===== config.mk =====
export PLATFORM = sky130hd
export DESIGN_NAME = sseg_to_bin_seq
export DESIGN_NICKNAME = d
export VERILOG_FILES = /design/src/rtl/sseg_to_bin_seq.sv
export SDC_FILE = /design/constraint.sdc
export NUM_CORES = 1
export LEC_CHECK = 0
export CORE_ASPECT_RATIO = 1.5
export CORE_MARGIN = 2
export CORE_UTILIZATION = 60
export DETAILED_ROUTE_END_ITERATION = 16
export DONT_BUFFER_PORTS = 1
export PLACE_DENSITY = 0.82
export RECOVER_POWER = 50
export SYNTH_ARGS = -nofsm -noshare
export SYNTH_HDL_FRONTEND = slang
export SYNTH_SLANG_ARGS = --single-unit

===== constraint.sdc =====
create_clock -name clk -period 4 [get_ports clk]
set_input_delay 0.4 -clock clk [delete_from_list [all_inputs] [get_ports clk]]
set_output_delay 0.4 -clock clk [all_outputs]
set_load 0.01 [all_outputs]

===== src/rtl/sseg_to_bin_seq.sv =====
// Sequential seven-segment to binary converter: captures two operands plus sign and
// operator digits, folds one digit per cycle MSD first, and presents registered results.
module sseg_to_bin_seq #(
  parameter int DIGITS = 3,
  parameter int WIDTH  = 10
) (
  input  logic                  clk,
  input  logic                  rst,
  input  logic                  start,
  input  logic [7*DIGITS-1:0]   ssegnum_a,
  input  logic [7*DIGITS-1:0]   ssegnum_b,
  input  logic [6:0]            signo_a,
  input  logic [6:0]            signo_b,
  input  logic [6:0]            operador,
  output logic [WIDTH-1:0]      num_a,
  output logic [WIDTH-1:0]      num_b,
  output logic                  sig_a,
  output logic                  sig_b,
  output logic [1:0]            oper,
  output logic                  busy,
  output logic                  done,
  output logic                  err,
  output logic                  ovf
);

  // state | meaning
  // IDLE  | waiting for start, results held
  // CONV  | one digit per cycle for both operands, MSD first
  // DONE  | results valid for one cycle, done pulse
  typedef enum logic [1:0] {IDLE, CONV, DONE} state_t;

  localparam int AW = WIDTH + 4;
  localparam int SW = 7 * DIGITS;
  localparam int CW = (DIGITS < 2) ? 1 : $clog2(DIGITS + 1);
  localparam logic [AW-1:0] MAXV = {4'b0000, {WIDTH{1'b1}}};

  state_t          state_q, state_d;
  logic [SW-1:0]   seg_a_q, seg_a_d, seg_b_q, seg_b_d;
  logic [6:0]      sgn_a_q, sgn_a_d, sgn_b_q, sgn_b_d, op_q, op_d;
  logic [AW-1:0]   acc_a_q, acc_a_d, acc_b_q, acc_b_d;
  logic [CW-1:0]   cnt_q, cnt_d;
  logic            err_q, err_d, ovf_q, ovf_d;
  logic [WIDTH-1:0] num_a_q, num_a_d, num_b_q, num_b_d;
  logic            sig_a_q, sig_a_d, sig_b_q, sig_b_d;
  logic [1:0]      oper_q, oper_d;
  logic            err_out_q, err_out_d, ovf_out_q, ovf_out_d;

  logic [4:0]      dec_a, dec_b;
  logic [AW:0]     step_a, step_b;
  logic            err_nx, ovf_nx, op_ok;
  logic [1:0]      op_code;

  // {illegal, value}; blank is a legal zero
  function automatic logic [4:0] dec_digit(input logic [6:0] p);
    case (p)
      7'b0000001: dec_digit = 5'd0;
      7'b1001111: dec_digit = 5'd1;
      7'b0010010: dec_digit = 5'd2;
      7'b0000110: dec_digit = 5'd3;
      7'b1001100: dec_digit = 5'd4;
      7'b0100100: dec_digit = 5'd5;
      7'b0100000: dec_digit = 5'd6;
      7'b0001111: dec_digit = 5'd7;
      7'b0000000: dec_digit = 5'd8;
      7'b0000100: dec_digit = 5'd9;
      7'b1111111: dec_digit = 5'd0;
      default:    dec_digit = 5'b10000;
    endcase
  endfunction

  // {saturated, next_acc}; acc never exceeds MAXV so the product fits in AW bits
  function automatic logic [AW:0] acc_step(input logic [AW-1:0] acc, input logic [3:0] d);
    logic [AW-1:0] t;
    t = acc * AW'(10) + AW'(d);
    if (t > MAXV) acc_step = {1'b1, MAXV};
    else          acc_step = {1'b0, t};
  endfunction

  always_comb begin
    state_d   = state_q;
    seg_a_d   = seg_a_q;
    seg_b_d   = seg_b_q;
    sgn_a_d   = sgn_a_q;
    sgn_b_d   = sgn_b_q;
    op_d      = op_q;
    acc_a_d   = acc_a_q;
    acc_b_d   = acc_b_q;
    cnt_d     = cnt_q;
    err_d     = err_q;
    ovf_d     = ovf_q;
    num_a_d   = num_a_q;
    num_b_d   = num_b_q;
    sig_a_d   = sig_a_q;
    sig_b_d   = sig_b_q;
    oper_d    = oper_q;
    err_out_d = err_out_q;
    ovf_out_d = ovf_out_q;

    dec_a  = dec_digit(seg_a_q[SW-1 -: 7]);
    dec_b  = dec_digit(seg_b_q[SW-1 -: 7]);
    step_a = acc_step(acc_a_q, dec_a[3:0]);
    step_b = acc_step(acc_b_q, dec_b[3:0]);
    err_nx = err_q | dec_a[4] | dec_b[4];
    ovf_nx = ovf_q | step_a[AW] | step_b[AW];

    op_ok   = 1'b1;
    op_code = 2'd0;
    case (op_q)
      7'b1101100: op_code = 2'd0;
      7'b1111110: op_code = 2'd1;
      7'b1001000: op_code = 2'd2;
      7'b1011011: op_code = 2'd3;
      default:    op_ok   = 1'b0;
    endcase

    case (state_q)
      IDLE: begin
        if (start) begin
          state_d = CONV;
          seg_a_d = ssegnum_a;
          seg_b_d = ssegnum_b;
          sgn_a_d = signo_a;
          sgn_b_d = signo_b;
          op_d    = operador;
          acc_a_d = '0;
          acc_b_d = '0;
          cnt_d   = CW'(DIGITS - 1);
          err_d   = 1'b0;
          ovf_d   = 1'b0;
        end
      end
      CONV: begin
        seg_a_d = seg_a_q << 7;
        seg_b_d = seg_b_q << 7;
        acc_a_d = step_a[AW-1:0];
        acc_b_d = step_b[AW-1:0];
        err_d   = err_nx;
        ovf_d   = ovf_nx;
        if (cnt_q == '0) begin
          // results land on the edge entering DONE so they are valid with the pulse
          state_d   = DONE;
          num_a_d   = step_a[WIDTH-1:0];
          num_b_d   = step_b[WIDTH-1:0];
          sig_a_d   = (sgn_a_q != 7'b1111111);
          sig_b_d   = (sgn_b_q != 7'b1111111);
          if (op_ok) oper_d = op_code;
          err_out_d = err_nx | ~op_ok;
          ovf_out_d = ovf_nx;
        end else begin
          cnt_d = cnt_q - 1'b1;
        end
      end
      DONE:    state_d = IDLE;
      default: state_d = IDLE;
    endcase
  end

  always_ff @(posedge clk) begin
    if (rst) begin
      state_q   <= IDLE;
      seg_a_q   <= '0;
      seg_b_q   <= '0;
      sgn_a_q   <= '0;
      sgn_b_q   <= '0;
      op_q      <= '0;
      acc_a_q   <= '0;
      acc_b_q   <= '0;
      cnt_q     <= '0;
      err_q     <= 1'b0;
      ovf_q     <= 1'b0;
      num_a_q   <= '0;
      num_b_q   <= '0;
      sig_a_q   <= 1'b0;
      sig_b_q   <= 1'b0;
      oper_q    <= '0;
      err_out_q <= 1'b0;
      ovf_out_q <= 1'b0;
    end else begin
      state_q   <= state_d;
      seg_a_q   <= seg_a_d;
      seg_b_q   <= seg_b_d;
      sgn_a_q   <= sgn_a_d;
      sgn_b_q   <= sgn_b_d;
      op_q      <= op_d;
      acc_a_q   <= acc_a_d;
      acc_b_q   <= acc_b_d;
      cnt_q     <= cnt_d;
      err_q     <= err_d;
      ovf_q     <= ovf_d;
      num_a_q   <= num_a_d;
      num_b_q   <= num_b_d;
      sig_a_q   <= sig_a_d;
      sig_b_q   <= sig_b_d;
      oper_q    <= oper_d;
      err_out_q <= err_out_d;
      ovf_out_q <= ovf_out_d;
    end
  end

  assign num_a = num_a_q;
  assign num_b = num_b_q;
  assign sig_a = sig_a_q;
  assign sig_b = sig_b_q;
  assign oper  = oper_q;
  assign err   = err_out_q;
  assign ovf   = ovf_out_q;
  assign busy  = (state_q != IDLE);
  assign done  = (state_q == DONE);

endmodule

==> metrics.md <==
| Metric | Value |
|---|---|
| Status | complete, but fails checks |
| Violated checks | max-capacitance violations, max-slew violations |
| Maximum net fanout on the critical path | 22 |
| Overall Global Routing Usage | 0.259 |
| Clock Path Buffers | 2 |
| Worst path slowest cell | o41ai_1 |
| Clk_skew | approximately 0.0053 ns |
| Met2 Resource Use GR | 0.437 |
| Xor and xnor area share after synthesis | 0.0473 |
| Slowest stage delay, CP | 0.69 ns |
| Synth top cells by count | dfxtp_1 (121), nand2_1 (121), nor2_1 (81) |
| Via count | around 5600 |
| Initial Util | 0.615 |
| Setup violations, final | 0 |
| Simple-gate share of the synthesized area | 0.212 |
| Slew headroom | -0.648 |
| R2R cell count | 13 |
| Internal Power | 2480 uW |
| Syn avg cell area | 8.28 um^2 |
| Synth Register Bits | approximately 120 |
| CP startpoint kind | register |
| F_max | around 0.26 GHz |
| Worst Setup SP | seg_a_q[16] |
| Nets | 863 |
| Met1 usage | 0.299 |
| Number of vias per cell | 6.21 |
| Die span in x | 88.8 um |
| H-tree levels | 4 |
| Peak VDD IR | 0.388 mV |
| Data arrival time of the critical path | 4.08 ns |
| Num rows | 46 |
| P_leak | 0.00279 uW |
| Largest delay share family, worst path | compound AO/OA/AOI/OAI gates |
| Clk slew on worst S/H paths | 0.05 ns |
| Full die area | 11700 um^2 |
| Reg2reg start | seg_a_q[16] |
| Final Max Tran Viols | roughly 110 |
| GP Congestion | 0.829 |
| CTS Root Cell | clkbuf_16 |
| Largest net degree at the start of global routing | 117 |
| Synth unique cells | 59 |
| PwrDens | 501 nW/um^2 |
| Psw | 1050 uW |
| Critical Path End Type | register |
| Num CTS Buffers | 17 |
| RSZ-0062 raised after global routing | no |
| Combinational family with the most area after synthesis | compound AO/OA/AOI/OAI gates |
| Final HPWL DP | ~10 mm |
| Worst reg2reg setup slack | 0.22 ns |
| 1st-iter DRT viols | 262 |
| I/O Buffers | 0 |
| Skew-Pair Late Insertion Delay | 0.41 ns |
| Diodes inserted | 0 |
| CP required | 4.30 ns |
| Combinational power share | 0.176 |
| Min-delay src | rst |
| Worst hold-check path type | input pin to register |
| Busiest layer in global routing | met2 |
| Sequential cell area fraction in the yosys report | 0.374 |
| FF-to-FF End | acc_a_q[4] |
| Synth async-reset ratio | 0 |
| Area contributors post-synth | dfxtp_1 (37%), ha_1 (8.7%), a311oi_1 (8.4%) |
| Post-synth EDFFs | 0 |
| MaxCap Viol Count | 2 |
| Met3 GRT Util | 0.0578 |
| YS warnings | 0 |
| Cells resized by post-CTS repair | 0 |
| WS Path Type | register to register |
| First-pass GRT wire length | 24.4 mm |
| Synth top area share | 0.374 |
| Initial antenna violation count | 0 |
| Min-Delay Endpoint | seg_b_q[17] |
| Setup TNS | 0 ns |
| Residual DRC count | 0 |
| Number of I/O pins | 94 |
| Synth Area in Compound Gates | 0.216 |
| WP buf/inv | 1 |
| Crit path time final | about 3.8 ns |
| Area growth, synth to finish | 8.79% |
| Share of layout cells above drive strength 1 | 0.0552 |
| WHS Path Cells | 1 |
| Switching portion of total power | 0.297 |
| Synth Flop Type | dfxtp_1 |
| Post-route cell area | between 7000 and 8000 um^2 |
| Pre-antenna DRT Iters | 5 |
| Slew @ Worst Pin | 2.47 ns |
| CORE AREA | approximately 11000 um^2 |
| Mux cell area share after synthesis | 0.00618 |
| Total grt overflow | 0 |
| Number of global-route vias before repair | 5405 |
| Avg WL per Cell | 16.1 um |
| Syn nets | 897 |
| Final hold vios | 0 |
| Final Cycle Share | 0.944 |
| Sequential Power Share | 0.400 |
| DP Area | about 6500 um^2 |
| Clock Power Share | 0.424 |
| CP cell instances | and3_1 > mux2i_1 > o41ai_1 > ha_1 > a21o_1 > a21oi_1 > nor3b_1 > and3_1 > and4_1 > a22oi_1 > mux2i_1 > buf_4 > a311oi_1 |
| Post-synthesis cell count | 782 |
| # Post-CTS Setup Buffers | 0 |
| CTS tree | built |
| # hold bufs at CTS | 0 |
| Die H | ~130 um |
| Antenna viol nets, final | 0 |
| Routed WL | 14.6 mm |
| Post-synth top area cell | dfxtp_1 |
| Synth Area in Adders | 0.0993 |
| Synth Cell Area | 6480 um^2 |
| Clk sink count | about 120 |
==> cells in the final DEF (no fill, tap or decap), drive strengths merged, types with 5 or more instances in the layout <==
master    n
nand2b    7
a31oi     6
nor2b     8
o21a      5
a21oi    75
a211oi   11
clkinv    6
nor3     13
inv      18
ha       45
and2      9
nor2     81
nand2   121
a21o      6
o21ai     8
nand3    27
a311oi   62
xnor2    28
and3      6
clkbuf   19
dfxtp   121
buf       5
xor2      7
==> flip-flops by register name (all words and copies together), names as in the netlist <==
name / flops
acc_a_q: 13
num_a: 10
sgn_b_q: 7
err_q: 1
op_q: 7
seg_a_q: 21
acc_b_q: 13
sig_a: 1
ovf_q: 1
oper: 2
sgn_a_q: 7
sig_b: 1
ovf: 1
num_b: 10
seg_b_q: 21
state_q: 2
cnt_q: 2
err: 1
==> stage by stage <==
step	utilization	power (uW)	hold WS (ns)	setup WS, ns	instances
floorplan	-	1940	0.434	0.755	782
global placement	0.615	2010	0.439	0.603	873
detailed placement	0.615	2050	0.444	0.311	873
CTS	0.670	3540	0.0520	0.272	905
global route	0.669	3690	0.0592	0.00931	905
finish	0.669	3530	0.0732	0.223	905
==> final cells by class <==
| cell class | count | area [um^2] |
|---|---|---|
| Clock inverter | 14 | 146 |
| Timing Repair Buffer | 6 | 41.3 |
| Multi-Input combinational cell | 587 | 3760 |
| Sequential cell | 121 | 2420 |
| Inverter | 15 | 56.3 |
| Tap cell | 144 | 180 |
| Fill cell | 888 | 3480 |
| Clock buffer | 18 | 439 |
==> per-layer routing <==
metal	wire, um	part of all wire
met1	5670	0.39
met2	7560	0.52
met3	850	0.058
met4	492	0.034
met5	0	0
==> logic make-up (layout without fill, tap and decap cells) <==
kind of cell               after synthesis  count (layout)
muxes                                    4               4
xor gates and xnor gates                35              35
adders and majority gates               49              49
DFF                                    121             121
and+or+nand+nor                        301             301
AOI/OAI and AO/OA                      198             198
buffers and inverters                   74              53
==> worst reg2reg max path, delay by kind of cell (launching register included) <==
family                   cells  cell delay, ns
buffers and inverters        1            0.22
AO/OA/AOI/OAI                5            1.61
adder cells (fa/ha/maj)      1            0.38
flip-flops                   1            0.47
multiplexers                 2            0.19
AND/OR/NAND/NOR              4            0.81
==> power groups by stage <==
stage | sequential [uW] | combinational, uW | clock, uW
2_1_floorplan | 1400 | 540 | 0
3_3_place_gp | 1430 | 582 | 0
3_5_place_dp | 1440 | 612 | 0
4_1_cts | 1410 | 618 | 1510
5_1_grt | 1430 | 694 | 1570
6_report | 1410 | 620 | 1500
==> how the worst max path moves through the flow <==
| stage | depth (start not counted) | endpoint | slack (ns) |
|---|---|---|---|
| 3_3_place_gp | 13 | num_a[7] | 0.60 |
| 5_1_grt | 13 | num_a[8] | 0.009 |
| 6_report | 13 | acc_a_q[4] | 0.22 |
| 2_1_floorplan | 14 | num_a[7] | 0.75 |
| 4_1_cts | 13 | acc_a_q[4] | 0.27 |
| 3_5_place_dp | 13 | acc_a_q[4] | 0.31 |
Power figures use the tool's default switching activity.
